--- config.mk ---
export PLATFORM = sky130hd
export DESIGN_NAME = riscv_mc_ctrl
export DESIGN_NICKNAME = d
export VERILOG_FILES = /design/src/rtl/riscv_mc_ctrl.sv
export SDC_FILE = /design/constraint.sdc
export NUM_CORES = 1
export LEC_CHECK = 0
export CAP_MARGIN = 5
export CORE_MARGIN = 1
export CORE_UTILIZATION = 39
export CTS_BUF_LIST = sky130_fd_sc_hd__clkbuf_8
export DETAILED_ROUTE_END_ITERATION = 6
export PLACE_DENSITY = 0.89
export SYNTH_ARGS = -nofsm -noshare
export SYNTH_HDL_FRONTEND = slang
export SYNTH_SLANG_ARGS = --single-unit
--- constraint.sdc ---
create_clock -name clk -period 1.5 [get_ports clk]
set_input_delay 0.3 -clock clk [delete_from_list [all_inputs] [get_ports clk]]
set_output_delay 0.3 -clock clk [all_outputs]
set_load 0.05 [all_outputs]
--- src/rtl/riscv_mc_ctrl.sv ---
// riscv_mc_ctrl: multi-cycle control FSM for an RV32I core.
// Sequences ALU, memory port, IR, PC and register file from the decoded
// opcode/funct fields. Outputs are Moore-decoded from the state, with the
// memory-handshake qualifiers gated by mem_ready, and forced to 0 while rst is high.
// Optional build macro RISCV_MC_ILLEGAL_TRAP_EN: illegal instructions enter a
// sticky TRAP state instead of being retired as NOPs.
module riscv_mc_ctrl #(
  parameter int MEM_TIMEOUT = 0
) (
  input  logic       clk,
  input  logic       rst,
  input  logic [6:0] opcode,
  input  logic [2:0] funct3,
  input  logic       funct7b5,
  input  logic       funct7_rest,
  input  logic       alu_zero,
  input  logic       alu_lt,
  input  logic       alu_ltu,
  input  logic       mem_ready,
  output logic       mem_req,
  output logic       mem_we,
  output logic       adr_src,
  output logic       ir_write,
  output logic       pc_write,
  output logic       reg_write,
  output logic [1:0] alu_src_a,
  output logic [1:0] alu_src_b,
  output logic [2:0] imm_src,
  output logic [1:0] result_src,
  output logic [3:0] alu_ctrl,
  output logic       mem_timeout,
  output logic [3:0] state_o
);
  localparam logic [6:0] OP_LOAD   = 7'b0000011;
  localparam logic [6:0] OP_STORE  = 7'b0100011;
  localparam logic [6:0] OP_R      = 7'b0110011;
  localparam logic [6:0] OP_I      = 7'b0010011;
  localparam logic [6:0] OP_BRANCH = 7'b1100011;
  localparam logic [6:0] OP_JAL    = 7'b1101111;
  localparam logic [6:0] OP_JALR   = 7'b1100111;
  localparam logic [6:0] OP_LUI    = 7'b0110111;
  localparam logic [6:0] OP_AUIPC  = 7'b0010111;

  // alu_ops_t encoding shared with the ALU
  localparam logic [3:0] ALU_ADD = 4'd0;
  localparam logic [3:0] ALU_SUB = 4'd1;
  localparam logic [3:0] ALU_AND = 4'd2;
  localparam logic [3:0] ALU_OR  = 4'd3;
  localparam logic [3:0] ALU_XOR = 4'd4;
  localparam logic [3:0] ALU_SLT = 4'd5;

  localparam logic [2:0] F3_ADD_SUB = 3'b000;
  localparam logic [2:0] F3_SLL     = 3'b001;
  localparam logic [2:0] F3_SLT     = 3'b010;
  localparam logic [2:0] F3_SLTU    = 3'b011;
  localparam logic [2:0] F3_XOR     = 3'b100;
  localparam logic [2:0] F3_SRL_SRA = 3'b101;
  localparam logic [2:0] F3_OR      = 3'b110;
  localparam logic [2:0] F3_AND     = 3'b111;

  localparam int CW = (MEM_TIMEOUT > 1) ? $clog2(MEM_TIMEOUT + 1) : 1;

  typedef enum logic [3:0] {
    S_FETCH = 4'd0, S_DECODE = 4'd1, S_MEMADR = 4'd2, S_MEMREAD = 4'd3,
    S_MEMWB = 4'd4, S_MEMWRITE = 4'd5, S_EXECR = 4'd6, S_EXECI = 4'd7,
    S_ALUWB = 4'd8, S_BRANCH = 4'd9, S_JAL = 4'd10, S_JALR = 4'd11,
    S_LUI = 4'd12, S_AUIPC = 4'd13, S_TRAP = 4'd14
  } state_t;

  state_t        state_q, state_d;
  logic          sub_q, sub_d;      // JALR substep: 0 = target calc, 1 = PC/rd update
  logic [CW-1:0] cnt_q, cnt_d;      // memory wait counter
  logic          tmo_hit;

  function automatic logic [3:0] alu_map(input logic [2:0] f3, input logic is_r,
                                         input logic f7b5);
    case (f3)
      F3_ADD_SUB: alu_map = (is_r && f7b5) ? ALU_SUB : ALU_ADD;
      F3_SLT:     alu_map = ALU_SLT;
      F3_XOR:     alu_map = ALU_XOR;
      F3_OR:      alu_map = ALU_OR;
      F3_AND:     alu_map = ALU_AND;
      default:    alu_map = ALU_ADD;
    endcase
  endfunction

  // funct3 values the ALU has no operation for
  function automatic logic alu_f3_bad(input logic [2:0] f3);
    alu_f3_bad = (f3 == F3_SLL) || (f3 == F3_SLTU) || (f3 == F3_SRL_SRA);
  endfunction

  function automatic logic is_illegal(input logic [6:0] op, input logic [2:0] f3,
                                      input logic f7b5, input logic f7rest);
    case (op)
      OP_LOAD:   is_illegal = (f3 == 3'b011) || (f3 == 3'b110) || (f3 == 3'b111);
      OP_STORE:  is_illegal = (f3 > 3'b010);
      OP_R:      is_illegal = alu_f3_bad(f3) || f7rest || (f7b5 && (f3 != F3_ADD_SUB));
      OP_I:      is_illegal = alu_f3_bad(f3);
      OP_BRANCH: is_illegal = (f3 == 3'b010) || (f3 == 3'b011);
      OP_JAL, OP_JALR, OP_LUI, OP_AUIPC: is_illegal = 1'b0;
      default:   is_illegal = 1'b1;
    endcase
  endfunction

  function automatic logic br_taken(input logic [2:0] f3, input logic zero,
                                    input logic lt, input logic ltu);
    case (f3)
      3'b000:  br_taken = zero;
      3'b001:  br_taken = !zero;
      3'b100:  br_taken = lt;
      3'b101:  br_taken = !lt;
      3'b110:  br_taken = ltu;
      3'b111:  br_taken = !ltu;
      default: br_taken = 1'b0;
    endcase
  endfunction

  // A timeout of 0 disables the abort path entirely
  assign tmo_hit = (MEM_TIMEOUT > 0) && (cnt_q == CW'(MEM_TIMEOUT));

  // State, JALR substep and wait-counter registers
  always_ff @(posedge clk or posedge rst) begin
    if (rst) begin
      state_q <= S_FETCH;
      sub_q   <= 1'b0;
      cnt_q   <= '0;
    end else begin
      state_q <= state_d;
      sub_q   <= sub_d;
      cnt_q   <= cnt_d;
    end
  end

  // Next-state and Moore/qualified output decode
  always_comb begin
    state_d     = state_q;
    sub_d       = 1'b0;
    cnt_d       = '0;
    mem_req     = 1'b0;
    mem_we      = 1'b0;
    adr_src     = 1'b0;
    ir_write    = 1'b0;
    pc_write    = 1'b0;
    reg_write   = 1'b0;
    alu_src_a   = 2'd0;
    alu_src_b   = 2'd0;
    imm_src     = 3'd0;
    result_src  = 2'd0;
    alu_ctrl    = ALU_ADD;
    mem_timeout = 1'b0;
    state_o     = 4'd0;
    case (state_q)
      S_FETCH: begin
        mem_req    = 1'b1;
        alu_src_b  = 2'd2;
        result_src = 2'd2;
        if (mem_ready) begin
          ir_write = 1'b1;
          pc_write = 1'b1;
          state_d  = S_DECODE;
        end else if (tmo_hit) begin
          mem_req     = 1'b0;
          mem_timeout = 1'b1;
        end else begin
          cnt_d = cnt_q + CW'(1);
        end
      end
      S_DECODE: begin
        alu_src_a = 2'd1;
        alu_src_b = 2'd1;
        imm_src   = 3'd2;
        case (opcode)
          OP_LOAD, OP_STORE: state_d = S_MEMADR;
          OP_R:              state_d = S_EXECR;
          OP_I:              state_d = S_EXECI;
          OP_BRANCH:         state_d = S_BRANCH;
          OP_JAL:            state_d = S_JAL;
          OP_JALR:           state_d = S_JALR;
          OP_LUI:            state_d = S_LUI;
          OP_AUIPC:          state_d = S_AUIPC;
          default:           state_d = S_FETCH;
        endcase
        if (is_illegal(opcode, funct3, funct7b5, funct7_rest)) begin
`ifdef RISCV_MC_ILLEGAL_TRAP_EN
          state_d = S_TRAP;
`else
          state_d = S_FETCH;
`endif
        end else begin
          sub_d = 1'b0;
        end
      end
      S_MEMADR: begin
        alu_src_a = 2'd2;
        alu_src_b = 2'd1;
        imm_src   = (opcode == OP_STORE) ? 3'd1 : 3'd0;
        state_d   = (opcode == OP_LOAD) ? S_MEMREAD : S_MEMWRITE;
      end
      S_MEMREAD, S_MEMWRITE: begin
        mem_req = 1'b1;
        mem_we  = (state_q == S_MEMWRITE);
        adr_src = 1'b1;
        if (mem_ready) begin
          state_d = (state_q == S_MEMREAD) ? S_MEMWB : S_FETCH;
        end else if (tmo_hit) begin
          mem_req     = 1'b0;
          mem_we      = 1'b0;
          mem_timeout = 1'b1;
          state_d     = S_FETCH;
        end else begin
          cnt_d = cnt_q + CW'(1);
        end
      end
      S_MEMWB: begin
        reg_write  = 1'b1;
        result_src = 2'd1;
        state_d    = S_FETCH;
      end
      S_EXECR, S_EXECI: begin
        alu_src_a = 2'd2;
        alu_src_b = (state_q == S_EXECI) ? 2'd1 : 2'd0;
        alu_ctrl  = alu_map(funct3, (state_q == S_EXECR), funct7b5);
        state_d   = S_ALUWB;
      end
      S_ALUWB: begin
        reg_write = 1'b1;
        state_d   = S_FETCH;
      end
      S_BRANCH: begin
        alu_src_a = 2'd2;
        alu_ctrl  = ALU_SUB;
        pc_write  = br_taken(funct3, alu_zero, alu_lt, alu_ltu);
        state_d   = S_FETCH;
      end
      S_JAL: begin
        alu_src_a = 2'd1;
        alu_src_b = 2'd2;
        pc_write  = 1'b1;
        state_d   = S_ALUWB;
      end
      S_JALR: begin
        if (!sub_q) begin
          alu_src_a = 2'd2;
          alu_src_b = 2'd1;
          sub_d     = 1'b1;
        end else begin
          alu_src_a = 2'd1;
          alu_src_b = 2'd2;
          pc_write  = 1'b1;
          reg_write = 1'b1;
          state_d   = S_FETCH;
        end
      end
      S_LUI, S_AUIPC: begin
        alu_src_a = (state_q == S_LUI) ? 2'd3 : 2'd1;
        alu_src_b = 2'd1;
        imm_src   = 3'd4;
        state_d   = S_ALUWB;
      end
      S_TRAP: begin
        state_d = S_TRAP;
      end
      default: begin
        state_d = S_FETCH;
      end
    endcase
    if (rst) begin
      mem_req     = 1'b0;
      mem_we      = 1'b0;
      adr_src     = 1'b0;
      ir_write    = 1'b0;
      pc_write    = 1'b0;
      reg_write   = 1'b0;
      alu_src_a   = 2'd0;
      alu_src_b   = 2'd0;
      imm_src     = 3'd0;
      result_src  = 2'd0;
      alu_ctrl    = ALU_ADD;
      mem_timeout = 1'b0;
      state_o     = 4'd0;
    end else begin
      state_o = state_q;
    end
  end
endmodule

==> key figures, run 1 <==
Placed design
  • Post-DP Area: 0.002028 mm²
  • IO Port Bufs: 39
  • Final HPWL DP: 3457 µm
  • Placer's final routability congestion estimate: approximately 0.86

Clock tree
  • CTS H-tree depth: 1
  • Num CTS Buffers: 3
  • Hold_buf cts: 0
  • Setup bufs post-CTS: 17
  • CTS sink count: 5
  • CTS root buf: clkbuf_8
  • Post-CTS resize count: 101
  • Clock buffer depth: 2

Logic synthesis
  • EDFF count, synth: 0
  • Cell Area, Synth: ~920 µm²
  • Post-synth cell types: 45
  • Async SR Flop Fraction: 100.0%
  • Predominant post-synthesis flop cell: dfrtp_1
  • Yosys warns: 0
  • Syn_area_per_cell: between 6 and 7 µm²
  • Yosys reg bits: 5
  • Register area share after synthesis: 13.62%
  • Synth top area cells: dfrtp_1 14%, nand2_1 6.9%, nand2b_1 6.8%
  • Synth top area share: 13.62%
  • Cells after synthesis: 142
  • Area leader, netlist: dfrtp_1

Die
  • FP Rows: 17
  • Die width: 50.53 µm
  • I/O pin count: 42
  • Initial core utilization: 41.52%
  • Die Ht: 50.53 µm

Outcome
  • Status: aborted with a tool error
  • First Error: [ERROR DPL-0038] Utilization greater than 100%, impossible to legalize
  • Halt Stage: clock tree synthesis
-- logic make-up after synthesis --
family                    Yosys count  synth area share [%]
and+or+nand+nor                    78                 45.37
buffers and inverters              17                 8.718
xor gates and xnor gates            5                 4.768
other                               1                0.4083
muxes                               1                 1.090
DFF                                 5                 13.62
AOI/OAI and AO/OA                  35                 26.02
-- cells in the mapped netlist, types with 2 or more instances --
cell type / number
nand2_1: 17
nor2_1: 15
nand2b_1: 10
a21oi_1: 9
nor2b_1: 9
clkbuf_1: 8
nor3_1: 7
o21ai_0: 7
dfrtp_1: 5
inv_1: 4
nand3_1: 4
xnor2_1: 4
a31oi_1: 3
and3_1: 3
nor4_1: 3
a211oi_1: 2
buf_4: 2
o2111ai_1: 2
o31a_1: 2
-- metrics by stage --
stage,setup WS [ns],cells,util (%),setup TNS [ns]
after floorplan,-0.4385,143,-,-4.262
after detailed placement,-0.8168,246,91.69,-9.815
after global placement,-0.7633,246,91.69,-8.724
==> run 2, diff against run 1 <==
Settings changed: CORE_AREA set to 2 2 63 65, CORE_MARGIN 1 to not set, CORE_UTILIZATION 39 to not set, CTS_BUF_LIST sky130_fd_sc_hd__clkbuf_8 to not set, DIE_AREA set to 0 0 65 67, PLACE_DENSITY 0.89 to not set, PLACE_DENSITY_LB_ADDON set to 0.15.
Clock period 1.5 ns to 2 ns, I/O delays scaled along.
==> key figures, run 2 <==
Outcome
  • Status: finished with violations
  • Violated checks: setup timing

GRT
  • Met2 Track Usage GR: 30.67%
  • Vias in the first global route: 1267
  • Total GRT Usage: 15.88%
  • Antenna violations before repair: 0
  • Met1 usage: 19.05%
  • Gr ovfl total: 0
  • GRT busiest layer: met2
  • Largest net degree at the start of global routing: 24
  • First-pass GRT wire length: between 5000 and 6000 µm
  • Routing usage on met3: 1.520%

Logic synthesis
  • Yosys reg bits: 5
  • Post-synth cell types: 45
  • Synth top area share: 13.62%
  • EDFF count, synth: 0
  • Area leader, netlist: dfrtp_1
  • Syn_area_per_cell: 6.467 µm²
  • Cell Area, Synth: 918.4 µm²
  • Yosys warns: 0
  • Async SR Flop Fraction: 100.0%
  • Predominant post-synthesis flop cell: dfrtp_1
  • Top-count cell post-synth: nand2_1
  • Cells after synthesis: 142
  • Synth top area cells: dfrtp_1 14%, nand2_1 6.9%, nand2b_1 6.8%
  • Register area share after synthesis: 13.62%
  • Top cells by count, synth: 17 x nand2_1, 15 x nor2_1, 10 x nand2b_1, 9 x a21oi_1, 9 x nor2b_1

Layout
  • Largest register by flop count: state_q
  • Nets: between 200 and 250
  • Ant diodes: 0
  • Commonest non-fill, non-tap cell in the layout: buf_4
  • P&R area growth vs syn: 133.0%
  • Core Util, Final: between 50 and 60%
  • Most frequent cells in the layout: 41 x buf_4, 19 x buf_12, 15 x nand2_1, 9 x nor2_1, 8 x nand2b_1
  • Largest registers: state_q: 4 flops, sub_q: 1 flops
  • Largest register FFs: 4
  • Fraction of layout cells with a size suffix above 1: 53.88%

Die
  • Initial core utilization: 25.47%
  • FP Rows: 22
  • Die width: ~65 µm
  • Die Ht: around 67 µm
  • Placeable core region: 0.003606 mm²
  • I/O pin count: 42
  • DIE AREA: about 0.0044 mm²

Detailed routing
  • Initial drt markers: 25
  • Routed wire length: 3446 µm
  • Drc violations: 0
  • Drt via density: 4.873
  • Via count: between 1000 and 1500
  • Post-DRT Antenna Nets: 0
  • WL/cell: 12.91 µm
  • DR pass1 iterations: 4

Power
  • Internal power: 0.0004791 W
  • Combinational share of power: slightly above 60%
  • P_leak: slightly above 0.9 nW
  • Sw Ratio: 38.70%
  • Maximum vdd drop: 0.0002909 V
  • Reg power frac: 15.1%
  • Power Density: 365.3 mW/mm²
  • Switching power: ~0.00030 W
  • Clock power frac: 23.2%
  • Total chip power: 0.0007817 W

Critical path
  • CP Data Required Time: 1.60 ns
  • Crit Path Max Fanout: 7
  • WS Path Type: reg -> out
  • Setup crit end kind: output port
  • Startpoint Class: flop
  • WP data arrival: 1.63 ns

Clock tree
  • Hold_buf cts: 0
  • Clk_lat worst skew: 0.22 ns
  • CTS root buf: clkbuf_8
  • CTS clk-pin slew, worst paths: 0.03 ns
  • CTS sink count: 5
  • CTS H-tree depth: 1
  • Num CTS Buffers: 3
  • Clock buffer depth: 2
  • TritonCTS clock tree: built

Timing
  • Min Tclk post-route: 2.029 ns
  • Fmax: between 0.4 and 0.5 GHz
  • Setup violators final: 1
  • RSZ-0062 raised after global routing: yes
  • Final WS setup: -0.02852 ns
  • Setup Skew: 0.001748 ns
  • Fin. max-slew vios: 0
  • Post-route setup TNS: -0.02852 ns
  • Fin. Hold Viols: 0
  • Final period utilization: 101.4%

Job
  • Maximum capacitance violations: 0

Worst hold path
  • Hold Path Class: in -> async

Placed design
  • Placer's final routability congestion estimate: between 0.8 and 0.9
  • Final HPWL DP: 2576 µm
  • IO Port Bufs: 39
-- run 2: cell counts after synthesis --
Identical to the previous run, type by type.
-- run 2: routing by layer --
metal	vias to the layer above	part of all wire, %
li1	658	-
met1	611	44
met2	32	53
met3	0	3.7
met4	0	0
met5	-	0
-- run 2: timing repair --
item,4_1_cts,5_1_grt
setup buffers,6,6
pin swaps,11,16
resized for setup,44,22
setup endpoints to repair,20,15
gates cloned,0,1
-- run 2: worst paths after layout --
| check | startpoint | endpoint | slack [ns] | cells after the start |
|---|---|---|---|---|
| setup / recovery | state_q[0] | alu_src_b[0] | -0.03 | 4 |
| hold / removal | rst | state_q[2] | 0.40 | 3 |
| setup reg to reg | state_q[3] | state_q[2] | 0.29 | 5 |
| hold reg to reg | sub_q | sub_q | 0.57 | 1 |
| max in group asynchronous | rst | state_q[1] | 1.46 | 3 |
| min in group clk | opcode[3] | state_q[0] | 0.48 | 3 |
-- run 2: critical path, cell delays in order (launching register included) --
cell	delay [ns]
dfrtp_2	0.49
buf_6	0.18
and4b_1	0.20
o311a_1	0.38
buf_12	0.16
-- run 2: power groups by stage --
stage          Combinational, W  Clock [W]  Sequential [W]
5_1_grt                0.000514   0.000197        0.000119
3_3_place_gp           0.000416          0        0.000116
2_1_floorplan          0.000245          0        0.000109
4_1_cts                0.000449   0.000186        0.000115
6_report               0.000482   0.000181        0.000118
3_5_place_dp           0.000422          0        0.000117
-- run 2: final cells by class --
cell class                      instances  area, µm²
Fill cell                             319       1466
Timing Repair Buffer                   85      950.9
Multi-Input combinational cell        121      939.7
Sequential cell                         5      128.9
Tap cell                               48      60.06
Clock buffer                            4      45.04
Inverter                                4      15.01
-- run 2: kinds of logic after synthesis --
family | Yosys count | synth area share [%]
other | 1 | 0.4083
multiplexers | 1 | 1.090
buffers and inverters | 17 | 8.718
AND/OR/NAND/NOR | 78 | 45.37
flip-flops | 5 | 13.62
XOR/XNOR | 5 | 4.768
AO/OA/AOI/OAI | 35 | 26.02
-- run 2: stage by stage --
| stage | setup slack (ns) | cells | hold WS (ns) | instance area [µm²] |
|---|---|---|---|---|
| finish | -0.02852 | 267 | 0.4041 | 2140 |
| global route | -0.07326 | 267 | 0.4205 | 2140 |
| CTS | -0.05507 | 260 | 0.4011 | 1994 |
| detailed placement | -0.4364 | 250 | 0.5453 | 1857 |
| global placement | -0.4018 | 250 | 0.5362 | 1857 |
| floorplan | -0.1286 | 143 | 0.1969 | 1060 |
(Power assumes the default switching activity.)
==> run 3, diff against run 2 <==
Settings changed: CTS_BUF_LIST set to sky130_fd_sc_hd__clkbuf_4.
==> key figures, run 3 (synthesized netlist as in run 2, its figures left out) <==
Outcome
  • Status: finished with violations
  • Violated checks: setup timing

Clock tree
  • CTS root buf: clkbuf_4
  • Hold_buf cts: 0
  • Clock buffer depth: 2
  • CTS clk-pin slew, worst paths: roughly 0.040 ns
  • Clk_lat worst skew: ~0.23 ns
  • CTS sink count: 5
  • TritonCTS clock tree: built
  • CTS H-tree depth: 1
  • Num CTS Buffers: 3

Critical path
  • Setup crit end kind: output port
  • CP bufs+invs: 2
  • Slowest cell delay on critical path: 0.49 ns
  • WP data arrival: 1.62 ns
  • Startpoint Class: flop
  • Reg2reg start: state_q[3]
  • Reg2reg setup slack: roughly 0.29 ns
  • Levels on crit path: 4
  • Worst R2R Path Depth: 5
  • R2R Path End: state_q[2]
  • CP max stage cell: dfrtp_2
  • CP Data Required Time: 1.60 ns
  • Top delay family on crit path: flip-flops
  • Crit path cell chain: buf_6, and4b_1, o311a_1, buf_12
  • Crit Path Max Fanout: 7
  • WS Path Type: reg -> out

Detailed routing
  • Post-DRT Antenna Nets: 0
  • Initial drt markers: 20
  • WL/cell: 12.78 µm
  • DR pass1 iterations: 4
  • Drt via density: 4.835
  • Via count: 1291
  • Drc violations: 0
  • Routed wire length: roughly 3400 µm

Die
  • Placeable core region: about 0.0036 mm²
  • I/O pin count: between 40 and 50
  • Die Ht: 67 µm
  • Die width: 65 µm
  • Initial core utilization: about 25%
  • DIE AREA: roughly 0.0044 mm²
  • FP Rows: 22

Timing
  • Fin. max-slew vios: 0
  • Setup Skew: 0.001599 ns
  • Final WS setup: -0.02026 ns
  • Min Tclk post-route: 2.020 ns
  • Hold_ws: 0.3964 ns
  • Setup violators final: 2
  • Fmax: between 0.4 and 0.5 GHz
  • Fin. Hold Viols: 0
  • Final period utilization: 101.0%
  • RSZ-0062 raised after global routing: yes
  • Post-route setup TNS: -0.02802 ns

Layout
  • Largest register FFs: 4
  • Nets: between 200 and 250
  • P&R area growth vs syn: 133.7%
  • Largest registers: state_q: 4 flops, sub_q: 1 flops
  • Core Util, Final: about three fifths
  • Largest register by flop count: state_q
  • Most frequent cells in the layout: 41 x buf_4, 20 x buf_12, 12 x nand2_1, 9 x nor2_1, 8 x nand2b_1
  • Ant diodes: 0
  • Fraction of layout cells with a size suffix above 1: 55.71%
  • Commonest non-fill, non-tap cell in the layout: buf_4
  • Filler cells: around 320

Power
  • Sw Ratio: 40.54%
  • Switching power: 0.0002970 W
  • Reg power frac: 16.2%
  • Power Density: roughly 340 mW/mm²
  • Maximum vdd drop: 0.0002504 V
  • Combinational share of power: 66.7%
  • P_leak: 0.8957 nW
  • Clock power frac: 17.1%
  • Internal power: 0.0004357 W

GRT
  • First-pass GRT wire length: 5582 µm
  • Gr ovfl total: 0
  • Vias in the first global route: 1296
  • Largest net degree at the start of global routing: 24
  • Antenna violations before repair: 0
  • Total GRT Usage: 15.96%

Placed design
  • Placer's final routability congestion estimate: 0.8443
  • IO Port Bufs: 39
  • Final HPWL DP: ~2600 µm

Worst hold path
  • Hold Path Class: in -> async

Job
  • Maximum capacitance violations: 0
==> run 3: area by class of cell <==
type | count | area, µm² | share of cell area (%)
Clock buffer | 4 | 30.03 | 1.399
Tap cell | 48 | 60.06 | 2.799
Timing Repair Buffer | 85 | 953.4 | 44.43
Inverter | 4 | 15.01 | 0.6997
Multi-Input combinational cell | 121 | 958.4 | 44.66
Sequential cell | 5 | 128.9 | 6.006
==> run 3: stage by stage <==
step	total power (W)	setup WS (ns)	std cells	area, µm²
CTS	0.0007022	-0.05507	262	2002
global route	0.0007819	-0.07139	267	2146
global placement	0.0005326	-0.4018	250	1857
floorplan	0.0003539	-0.1286	143	1060
finish	0.0007327	-0.02026	267	2146
detailed placement	0.0005387	-0.4364	250	1857
==> run 3: how the worst max path moves through the flow <==
stage,slack (ns),end,start
global route,-0.07,alu_src_b[0],state_q[0]
global placement,-0.40,state_q[2],funct3[2]
floorplan,-0.13,reg_write,state_q[2]
detailed placement,-0.44,state_q[0],funct3[2]
finish,-0.02,alu_src_b[0],state_q[0]
CTS,-0.06,pc_write,funct3[2]
==> run 3: layer usage <==
metal  vias up  wire (µm)  GRT usage, %
li1        660          -             -
met1       607       1500         18.47
met4         0          0         3.457
met3         0         88         1.858
met2        24       1822         31.06
met5         -          0             0
==> run 3: worst min-delay path, stage by stage <==
cell and delay [ns]:
dlygate4sd2_1 0.30, inv_1 0.10, buf_4 0.16
==> run 3: what timing repair did <==
action	in CTS	in global routing
resized for setup	46	26
setup endpoints to repair	20	15
buffers inserted	8	4
endpoints found under the hold margin	0	0
gates cloned	0	1
pin swaps	11	13
==> run 3: power groups by stage <==
| stage | logic, W | registers [W] | clock network (W) |
|---|---|---|---|
| 2_1_floorplan | 0.000245 | 0.000109 | 0 |
| 3_3_place_gp | 0.000416 | 0.000116 | 0 |
| 3_5_place_dp | 0.000422 | 0.000117 | 0 |
| 4_1_cts | 0.000454 | 0.000116 | 0.000132 |
| 5_1_grt | 0.000522 | 0.000119 | 0.000141 |
| 6_report | 0.000489 | 0.000119 | 0.000125 |
